### src/rtl/address_gen_pkg.sv
// Shared types for the address generator: FSM state encoding and scan-order codes.
package address_gen_pkg;

    typedef enum logic [1:0] {
        IDLE  = 2'd0,
        SETUP = 2'd1,
        RUN   = 2'd2,
        FIN   = 2'd3
    } state_t;

    localparam logic [2:0] MODE_RASTER  = 3'd0;
    localparam logic [2:0] MODE_HMIRROR = 3'd1;
    localparam logic [2:0] MODE_VFLIP   = 3'd2;
    localparam logic [2:0] MODE_ROT180  = 3'd3;

endpackage

### src/rtl/address_gen_pixel_counter.sv
// Row/column up-down counters for a frame walk.
// Ports:
//   clk, n_rst            clock, async active-low reset
//   load_i                load first row/column for the selected scan order
//   step_i                advance one pixel (column first, then row)
//   col_down_i/row_down_i count direction per axis
//   width_i/height_i      frame geometry (held stable for the whole walk)
//   col_end_o             current column is the last of its row
//   last_o                current pixel is the final pixel of the frame
module pixel_counter #(
    parameter int unsigned DIM_W = 13
) (
    input  logic             clk,
    input  logic             n_rst,
    input  logic             load_i,
    input  logic             step_i,
    input  logic             col_down_i,
    input  logic             row_down_i,
    input  logic [DIM_W-1:0] width_i,
    input  logic [DIM_W-1:0] height_i,
    output logic             col_end_o,
    output logic             last_o
);

    logic [DIM_W-1:0] col_q, col_d;
    logic [DIM_W-1:0] row_q, row_d;
    logic             col_end_q, col_end_d;
    logic             last_q, last_d;
    logic [DIM_W-1:0] col_first;
    logic [DIM_W-1:0] col_last;
    logic [DIM_W-1:0] row_first;
    logic [DIM_W-1:0] row_last;
    logic             row_end_d;

    // End flags are derived from the next count so they are registered alongside it.
    always_comb begin
        col_first = col_down_i ? (width_i - DIM_W'(1)) : '0;
        col_last  = col_down_i ? '0 : (width_i - DIM_W'(1));
        row_first = row_down_i ? (height_i - DIM_W'(1)) : '0;
        row_last  = row_down_i ? '0 : (height_i - DIM_W'(1));

        col_d = col_q;
        row_d = row_q;
        if (load_i) begin
            col_d = col_first;
            row_d = row_first;
        end else if (step_i) begin
            if (col_end_q) begin
                col_d = col_first;
                row_d = row_down_i ? (row_q - DIM_W'(1)) : (row_q + DIM_W'(1));
            end else begin
                col_d = col_down_i ? (col_q - DIM_W'(1)) : (col_q + DIM_W'(1));
            end
        end

        col_end_d = (col_d == col_last);
        row_end_d = (row_d == row_last);
        last_d    = col_end_d && row_end_d;
    end

    always_ff @(posedge clk or negedge n_rst) begin
        if (!n_rst) begin
            col_q     <= '0;
            row_q     <= '0;
            col_end_q <= 1'b0;
            last_q    <= 1'b0;
        end else begin
            col_q     <= col_d;
            row_q     <= row_d;
            col_end_q <= col_end_d;
            last_q    <= last_d;
        end
    end

    assign col_end_o = col_end_q;
    assign last_o    = last_q;

endmodule

### src/rtl/address_gen.sv
// Frame-walk address generator: emits one SDRAM byte address and one SRAM
// ring-buffer word address per pixel in raster / h-mirror / v-flip / rotate-180 order.
// Ports:
//   clk, n_rst                          clock, async active-low reset
//   start, abort                        walk control from the transfer controller
//   width, height, mode                 frame geometry and scan order
//   start_address_sdram                 frame base byte address
//   finish_address_sdram                last legal byte address (inclusive)
//   addr_ready / addr_valid             consumer handshake
//   sdram_address, sram_address         current address pair
//   busy, done, error                   walk status
module address_gen
    import address_gen_pkg::*;
#(
    parameter int unsigned ADDR_W     = 26,
    parameter int unsigned DIM_W      = 13,
    parameter int unsigned BPP        = 4,
    parameter int unsigned SRAM_AW    = 16,
    parameter int unsigned SRAM_DEPTH = 65536
) (
    input  logic               clk,
    input  logic               n_rst,
    input  logic               start,
    input  logic               abort,
    input  logic [DIM_W-1:0]   width,
    input  logic [DIM_W-1:0]   height,
    input  logic [ADDR_W-1:0]  start_address_sdram,
    input  logic [ADDR_W-1:0]  finish_address_sdram,
    input  logic [2:0]         mode,
    input  logic               addr_ready,
    output logic               addr_valid,
    output logic [ADDR_W-1:0]  sdram_address,
    output logic [SRAM_AW-1:0] sram_address,
    output logic               busy,
    output logic               done,
    output logic               error
);

    // Wide enough that base + width*height*BPP can never overflow.
    localparam int unsigned EXT_W = ADDR_W + 2 * DIM_W + $clog2(BPP) + 2;

    state_t              state_q, state_d;
    logic [DIM_W-1:0]    width_q, width_d;
    logic [DIM_W-1:0]    height_q, height_d;
    logic [ADDR_W-1:0]   base_q, base_d;
    logic [ADDR_W-1:0]   finish_q, finish_d;
    logic [2:0]          mode_q, mode_d;
    logic [ADDR_W-1:0]   col_delta_q, col_delta_d;
    logic [ADDR_W-1:0]   wrap_delta_q, wrap_delta_d;
    logic [ADDR_W-1:0]   sdram_q, sdram_d;
    logic [SRAM_AW-1:0]  sram_q, sram_d;
    logic                addr_valid_q, addr_valid_d;
    logic                busy_q, busy_d;
    logic                done_q, done_d;
    logic                error_q, error_d;

    logic                fire;
    logic                col_end;
    logic                last_pix;
    logic                cnt_load;
    logic                cnt_step;
    logic [ADDR_W-1:0]   bpp_a;
    logic [ADDR_W-1:0]   row_stride;
    logic [EXT_W-1:0]    frame_bytes;
    logic [EXT_W-1:0]    frame_end;
    logic [ADDR_W-1:0]   frame_past;
    logic                illegal;

    pixel_counter #(
        .DIM_W (DIM_W)
    ) u_pixel_counter (
        .clk        (clk),
        .n_rst      (n_rst),
        .load_i     (cnt_load),
        .step_i     (cnt_step),
        .col_down_i (mode_q[0]),
        .row_down_i (mode_q[1]),
        .width_i    (width_q),
        .height_i   (height_q),
        .col_end_o  (col_end),
        .last_o     (last_pix)
    );

    assign fire     = addr_valid_q && addr_ready;
    assign cnt_load = (state_q == SETUP);
    assign cnt_step = (state_q == RUN) && fire && !abort;

    // Frame geometry, evaluated on the latched inputs during SETUP.
    always_comb begin
        bpp_a       = ADDR_W'(BPP);
        row_stride  = ADDR_W'(width_q) * bpp_a;
        frame_bytes = EXT_W'(width_q) * EXT_W'(height_q) * EXT_W'(BPP);
        frame_end   = EXT_W'(base_q) + frame_bytes - EXT_W'(1);
        frame_past  = ADDR_W'(EXT_W'(base_q) + frame_bytes);
        illegal     = (width_q == '0) || (height_q == '0) || (mode_q > MODE_ROT180)
                      || (frame_end > EXT_W'(finish_q));
    end

    // Next-state and datapath; registered outputs follow the next state.
    always_comb begin
        state_d      = state_q;
        width_d      = width_q;
        height_d     = height_q;
        base_d       = base_q;
        finish_d     = finish_q;
        mode_d       = mode_q;
        col_delta_d  = col_delta_q;
        wrap_delta_d = wrap_delta_q;
        sdram_d      = sdram_q;
        sram_d       = sram_q;
        error_d      = error_q;

        case (state_q)
            IDLE: begin
                if (start) begin
                    width_d  = width;
                    height_d = height;
                    base_d   = start_address_sdram;
                    finish_d = finish_address_sdram;
                    mode_d   = mode;
                    error_d  = 1'b0;
                    state_d  = SETUP;
                end
            end
            SETUP: begin
                if (abort) begin
                    state_d = IDLE;
                end else if (illegal) begin
                    error_d = 1'b1;
                    state_d = FIN;
                end else begin
                    sram_d      = '0;
                    col_delta_d = mode_q[0] ? (ADDR_W'(0) - bpp_a) : bpp_a;
                    // wrap_delta moves from the last pixel of a row to the first of the next.
                    case (mode_q)
                        MODE_HMIRROR: begin
                            sdram_d      = base_q + row_stride - bpp_a;
                            wrap_delta_d = (row_stride << 1) - bpp_a;
                        end
                        MODE_VFLIP: begin
                            sdram_d      = frame_past - row_stride;
                            wrap_delta_d = bpp_a - (row_stride << 1);
                        end
                        MODE_ROT180: begin
                            sdram_d      = frame_past - bpp_a;
                            wrap_delta_d = ADDR_W'(0) - bpp_a;
                        end
                        default: begin
                            sdram_d      = base_q;
                            wrap_delta_d = bpp_a;
                        end
                    endcase
                    state_d = RUN;
                end
            end
            RUN: begin
                if (abort) begin
                    state_d = IDLE;
                end else if (fire) begin
                    if (last_pix) begin
                        state_d = FIN;
                    end else begin
                        sdram_d = sdram_q + (col_end ? wrap_delta_q : col_delta_q);
                        sram_d  = (sram_q == SRAM_AW'(SRAM_DEPTH - 1)) ? '0
                                                                       : (sram_q + SRAM_AW'(1));
                    end
                end
            end
            FIN: begin
                state_d = IDLE;
            end
            default: begin
                state_d = IDLE;
            end
        endcase

        addr_valid_d = (state_d == RUN);
        busy_d       = (state_d != IDLE);
        done_d       = (state_d == FIN);
    end

    always_ff @(posedge clk or negedge n_rst) begin
        if (!n_rst) begin
            state_q      <= IDLE;
            width_q      <= '0;
            height_q     <= '0;
            base_q       <= '0;
            finish_q     <= '0;
            mode_q       <= '0;
            col_delta_q  <= '0;
            wrap_delta_q <= '0;
            sdram_q      <= '0;
            sram_q       <= '0;
            addr_valid_q <= 1'b0;
            busy_q       <= 1'b0;
            done_q       <= 1'b0;
            error_q      <= 1'b0;
        end else begin
            state_q      <= state_d;
            width_q      <= width_d;
            height_q     <= height_d;
            base_q       <= base_d;
            finish_q     <= finish_d;
            mode_q       <= mode_d;
            col_delta_q  <= col_delta_d;
            wrap_delta_q <= wrap_delta_d;
            sdram_q      <= sdram_d;
            sram_q       <= sram_d;
            addr_valid_q <= addr_valid_d;
            busy_q       <= busy_d;
            done_q       <= done_d;
            error_q      <= error_d;
        end
    end

    assign addr_valid    = addr_valid_q;
    assign sdram_address = sdram_q;
    assign sram_address  = sram_q;
    assign busy          = busy_q;
    assign done          = done_q;
    assign error         = error_q;

endmodule

### config.mk
export PLATFORM = sky130hd
export DESIGN_NAME = address_gen
export DESIGN_NICKNAME = d
export VERILOG_FILES = /design/src/rtl/address_gen_pkg.sv /design/src/rtl/address_gen_pixel_counter.sv /design/src/rtl/address_gen.sv
export SDC_FILE = /design/constraint.sdc
export NUM_CORES = 1
export LEC_CHECK = 0
export ABC_CLOCK_PERIOD_IN_PS = 9350
export BUFFER_PORTS_ARGS = -buffer_cell sky130_fd_sc_hd__clkbuf_2
export CELL_PAD_IN_SITES_DETAIL_PLACEMENT = 2
export CELL_PAD_IN_SITES_GLOBAL_PLACEMENT = 2
export CORE_MARGIN = 2
export CORE_UTILIZATION = 35
export CTS_CLUSTER_DIAMETER = 30
export DETAILED_ROUTE_END_ITERATION = 8
export HOLD_SLACK_MARGIN = 0.06
export PLACE_DENSITY_LB_ADDON = 0.1
export SLEW_MARGIN = 15
export SYNTH_ARGS = -nofsm -noshare
export SYNTH_HDL_FRONTEND = slang
export SYNTH_SLANG_ARGS = --single-unit
export TNS_END_PERCENT = 100
### constraint.sdc
create_clock -name clk -period 9.35 [get_ports clk]
set_input_delay 0.935 -clock clk [delete_from_list [all_inputs] [get_ports clk]]
set_output_delay 0.935 -clock clk [all_outputs]
set_load 0.005 [all_outputs]
Word-level counts from Yosys, hierarchy flattened --
Cells that the tools add are included.
Operators by class: add/subtract/negate cells 16, multipliers 1, order comparisons 2, eq/ne operators 18, multiplexer cells 40, bitwise gates (word level) 2, reductions and logical operators 18
Operators with widths (number):
- $mux 26 | 7
- $mux 13 | 12
- $pmux 26 s3 | 2
- $mux 16 | 6
- $gt 56x26->1 | 1
- $sub 56x1->56 const B | 1
- $pmux 26 s2 | 1
- $sub 13x1->13 const B | 4
- $sub 26x3->26 const B | 2
- $pmux 16 s2 | 1
- $add 26x28->29 | 1
- $add 13x1->13 const B | 2
- $add 26x15->26 | 1
- $add 26x26->26 | 1
- $eq 13x13->1 | 2
- $logic_not 13->1 | 2
- $mul 13x13->26 | 1
- $sub 26x15->26 | 1
- $sub 16x3->17 const B | 1
- $sub 3x16->17 const A | 1
- $add 16x1->16 const B | 1
- $eq 16x16->1 const B | 1
- $ne 2x2->1 const B | 6
- $mux 2 | 5
- other kinds (19) | 34
Storage, ports and cells: flip-flop bits (word level) 209, input port bits 86, output and inout port bits 46

Depth between registers and ports, before layout --
depth in word-level cells 9, mapped depth 45

By module --
From an unflattened synthesis, not the netlist that was laid out.
Unflattened totals: cells, all modules 2731, area total of the unflattened synthesis 22145.0 um2
By module, submodules not included:
- address_gen | times used 1, cells an instance 2192, area each 18163.7 um2
- pixel_counter | times used 1, cells an instance 539, area each 3981.3 um2

Least setup slack after synthesis --
No wires, ideal clock.
path type register -> register, start register height_q[2], end register sdram_q[10] (netlist: sdram_address[10]), library setup time 0.125 ns, arrival 9.305 ns, data required time 9.225 ns, path slack -0.079 ns, stages on the path, launching flop included 40, buffers on the path 4, period minus slack after synthesis 9.429 ns, cell sequence dfrtp_1 > clkbuf_1 > clkbuf_1 > and2_1 > fa_1 > inv_1 > fa_1 > inv_1 > fa_1 > fa_1 > inv_1 > fa_1 > inv_1 > ha_1 > a21oi_1 > o211ai_1 > a311o_1 > a21o_1 > (+4 left out) > and4_1 > a221oi_1 > o31ai_1 > xnor2_1 > o211ai_1 > or3_1 > nor3_1 > xnor2_1 > ha_1 > nand4_1 > nor2_1 > a41o_1 > o21ai_0 > a2111oi_2 > nand4_2 > nand2_2 > buf_4 > mux2_2
On the way: cells in the longest elaborated chain, start to end 7, elaborated cells between the ends (all ways) 16, those cells by class 4 x add/sub; 1 x mul; 1 x order compare; 1 x eq/ne; 4 x mux; 5 x reduce/logical
RTL lines:
- start: declaration | RTL line address_gen.sv:44 | logic [DIM_W-1:0] height_q, height_d;
- start signal: assignment | RTL line address_gen.sv:201 | height_q <= height_d;
- $mul 13x13->26 | RTL line address_gen.sv:92 | frame_bytes = EXT_W'(width_q) * EXT_W'(height_q) * EXT_W'(BPP);
- $add 26x28->29 | RTL line address_gen.sv:94 | frame_past = ADDR_W'(EXT_W'(base_q) + frame_bytes);
- $sub 56x1->56, or another cell as far along | RTL line address_gen.sv:93 | frame_end = EXT_W'(base_q) + frame_bytes - EXT_W'(1);
- $gt 56x26->1 or $pmux 26 s3 (tied branches) | RTL line address_gen.sv:96, address_gen.sv:135
- $logic_or 1x1->1 or $mux 26 (tied branches) | RTL line address_gen.sv:96, address_gen.sv:128
- $ne 2x2->1 (no line) or $mux 26 (tied branches)
- $reduce_and 6->1 (no line) or $pmux 26 s2 (tied branches)
- end signal: assignment | RTL line address_gen.sv:207 | sdram_q <= sdram_d;
- end: declaration | RTL line address_gen.sv:50 | logic [ADDR_W-1:0] sdram_q, sdram_d;
Several ways; a longest one is shown, not always the timed one. The select of a mux whose other input is x is not followed. A chain may end at the register's enable or synchronous reset.

Worst setup path in the final report --
start register height_q[2], end register sdram_q[11] (netlist: sdram_address[11])
Same word-level chain as after synthesis.

==> flow_summary_export.csv <==
group,metric,value,unit
die,num_rows,90,
die,die_y,251,um
yosys,ys_warn_count,0,
clocking,clkTransAtPathRegs,0.09,ns
die,ios,132,
sta,fin_ws,-0.244,ns
sta,rsz0062_at_grt,"yes",
worst_setup_path,path_class,"flop to flop",
yosys,synth_cell_type_count,86,
die,die-area,63000,um2
yosys,synth_cells,2646,
placed_design,placed_cell_area,24300,um2
job,maxCapViolations,0,
clocking,clockBufferDepth,2,
placed_design,dpl.cell_count,3667,
finish,stdcell_area,25900,um2
finish,drive_gt1_share,21.2,%
worst_setup_path,worstReg2RegEnd,"sdram_address[11]",
detailed_routing,wl,89200,um
clocking,cts_max_level,4,
placed_design,dp_hpwl,68800,um
finish,layout.cells.non_filler,3751,
clocking,clk_latency,0.51,ns
detailed_routing,drc_errors,0,
detailed_routing,vias_per_cell,5.54,
yosys,synth-edff-count,0,
sta,worstMarginPinSlew,1.11,ns
worst_setup_path,critPathMaxFanout,7,
worst_setup_path,cpMaxStageDelayCell,"fa_1",
worst_setup_path,required,9.76,ns
detailed_routing,wl_per_cell,23.8,um
detailed_routing,dr.pass1.iters,5,
die,dieWidth,251,um
global_routing,gr-total-overflow,0,
sta,post-route-period-util,103,%
run_status,violations,"setup timing",
yosys,synthFlopType,"dfrtp_1",
clocking,clockRootBuffer,"clkbuf_16",
die,fp.coreArea,60400,um2
global_routing,grt_max_degree,87,
global_routing,grt_usage,27.7,%
finish,final_common_cell,"nand2_1",
finish,final_cell_mix,"nand2_1 (317), inv_1 (287), buf_4 (262), ha_1 (204), o21ai_0 (178)",
sta,relSlewSlack,25.1,%
clocking,cts_sinks,173,
min_path,hp-class,"input port to async pin",
sta,fin_skew,0.0153,ns
global_routing,grt_pass1_wl,135000,um
sta,fmax,104,MHz
clocking,cts_tree,"done",
sta,period_minus_slack,9.59,ns
worst_setup_path,slowest_delay,0.58,ns
finish,nFillCells,6762,
yosys,synth_area,21300,um2
worst_setup_path,arrival,10.01,ns
clocking,cts_buffers,17,
yosys,seq_area_frac_synth,20.3,%
sta,final-setup-viol-count,60,
sta,hold_viol_final,0,
sta,maxSlewViolCount,0,
yosys,avgSynthCellArea,8.07,um2
yosys,synth_nets,3077,
clocking,hold_buffers,0,
global_routing,antenna_found_initial,6,
worst_setup_path,crit_top_cell,"buf_4",
detailed_routing,drtAntennaViolNets,0,
finish,num_antenna_cells,0,
finish,syn2layout_area_growth,21.5,%
worst_setup_path,worstSetupStartpointType,"flop",
die,start_util,35.4,%
detailed_routing,num_vias,20778,
placed_design,place_congestion,0.899,
yosys,synthArstFlopShare,100,%
placed_design,port_buffers,131,
run_status,status,"finished with violations",
worst_setup_path,r2r_slack,-0.24,ns
finish,nets,3387,
worst_setup_path,r2r_start,"height_q[2]",
global_routing,grt_pass1_vias,23337,
worst_setup_path,endpoint_kind,"flop",
detailed_routing,drt_iter0_markers,800,
yosys,ys_ff_latch,173,
worst_setup_path,ff2ff_path_depth,42,
==> worst max-delay path by stage <==
| stage | start | endpoint | slack [ns] | depth (start not counted) |
|---|---|---|---|---|
| 4_1_cts | width_q[7] | sdram_address[18] | 0.003 | 42 |
| 3_5_place_dp | width_q[5] | sdram_address[4] | -0.62 | 40 |
| 6_report | height_q[2] | sdram_address[11] | -0.24 | 42 |
| 3_3_place_gp | height_q[1] | sdram_address[4] | -0.29 | 41 |
| 5_1_grt | height_q[2] | sdram_address[11] | -0.61 | 44 |
| 2_1_floorplan | height_q[2] | sdram_address[10] | 0.03 | 39 |
==> per-layer routing <==
metal	GRT usage [%]	part of all wire [%]	up-vias
met5	0	0.015	-
li1	-	-	9653
met3	4.75	3.5	123
met1	34.5	43	10679
met4	8.42	2.6	2
met2	48.7	51	321
==> through the flow <==
step           setup WS [ns]  hold WS [ns]  TNS (ns)  util (%)
2_1_floorplan         0.0325         0.439         0         -
3_3_place_gp          -0.290         0.470    -10.62      40.2
3_5_place_dp          -0.617         0.486    -30.76      40.2
4_1_cts              0.00332         0.360         0      42.0
5_1_grt               -0.612         0.391    -32.87      43.0
6_report              -0.244         0.364     -9.12      43.0
==> logic make-up (layout without fill, tap and decap cells) <==
logic type	after synthesis	count (layout)	share of synthesized area (%)
adders and majority gates	345	345	24.7
DFF	173	173	20.3
xor gates and xnor gates	160	160	6.60
and+or+nand+nor	869	869	19.5
AOI/OAI and AO/OA	623	623	18.5
muxes	58	58	2.94
buffers and inverters	418	741	7.56
==> what timing repair did <==
item,in CTS,in global routing
endpoints found under the setup margin,62,62
hold endpoints to repair,0,0
gates resized for setup,92,81
gates cloned,0,3
setup buffers,25,24
pin swaps,48,38
==> flip-flops by register name (all words and copies together), names as in the netlist <==
| name | cells |
|---|---|
| addr_valid | 1 |
| width_q | 13 |
| state_q | 2 |
| base_q | 26 |
| col_delta_q | 2 |
| done | 1 |
| error | 1 |
| busy | 1 |
| u_pixel_counter.last_o | 1 |
| height_q | 13 |
| wrap_delta_q | 14 |
| finish_q | 26 |
| u_pixel_counter.col_q | 13 |
| u_pixel_counter.row_q | 13 |
| sram_address | 16 |
| u_pixel_counter.col_end_o | 1 |
| mode_q | 3 |
| sdram_address | 26 |
==> worst max-delay path, delay by kind of cell (launching register included) <==
family	cells	cell delay [ns]
adder cells (fa/ha/maj)	8	3.56
AO/OA/AOI/OAI	12	1.87
AND/OR/NAND/NOR	9	1.78
buffers and inverters	11	1.47
flip-flops	1	0.45
XOR/XNOR	2	0.34
==> synthesized netlist by cell type, drive strengths merged (34+ instances only) <==
library cell	n	share of area (%)
a211oi	34	1.3
a21o	35	1.2
a21oi	139	3.3
and2	76	2.2
clkbuf	104	1.8
dfrtp	173	20
fa	127	12
ha	218	13
inv	297	5.2
mux2	35	1.9
nand2	321	5.7
nand3	68	1.6
nor2	160	2.8
nor3	67	1.6
o21ai	199	4.7
xnor2	101	4.2
xor2	59	2.4
==> area by class of cell <==
class | instances | area (um2) | share of cell area, %
Multi-Input combinational cell | 2055 | 16000 | 61.8
Clock inverter | 14 | 126 | 0.487
Clock buffer | 18 | 439 | 1.69
Inverter | 298 | 1120 | 4.32
Timing Repair Buffer | 411 | 2910 | 11.2
Tap cell | 782 | 978 | 3.77
Sequential cell | 173 | 4350 | 16.8
Power is not shown: default switching activity piles up to over one toggle a cycle in this logic, so the estimate is an artifact.
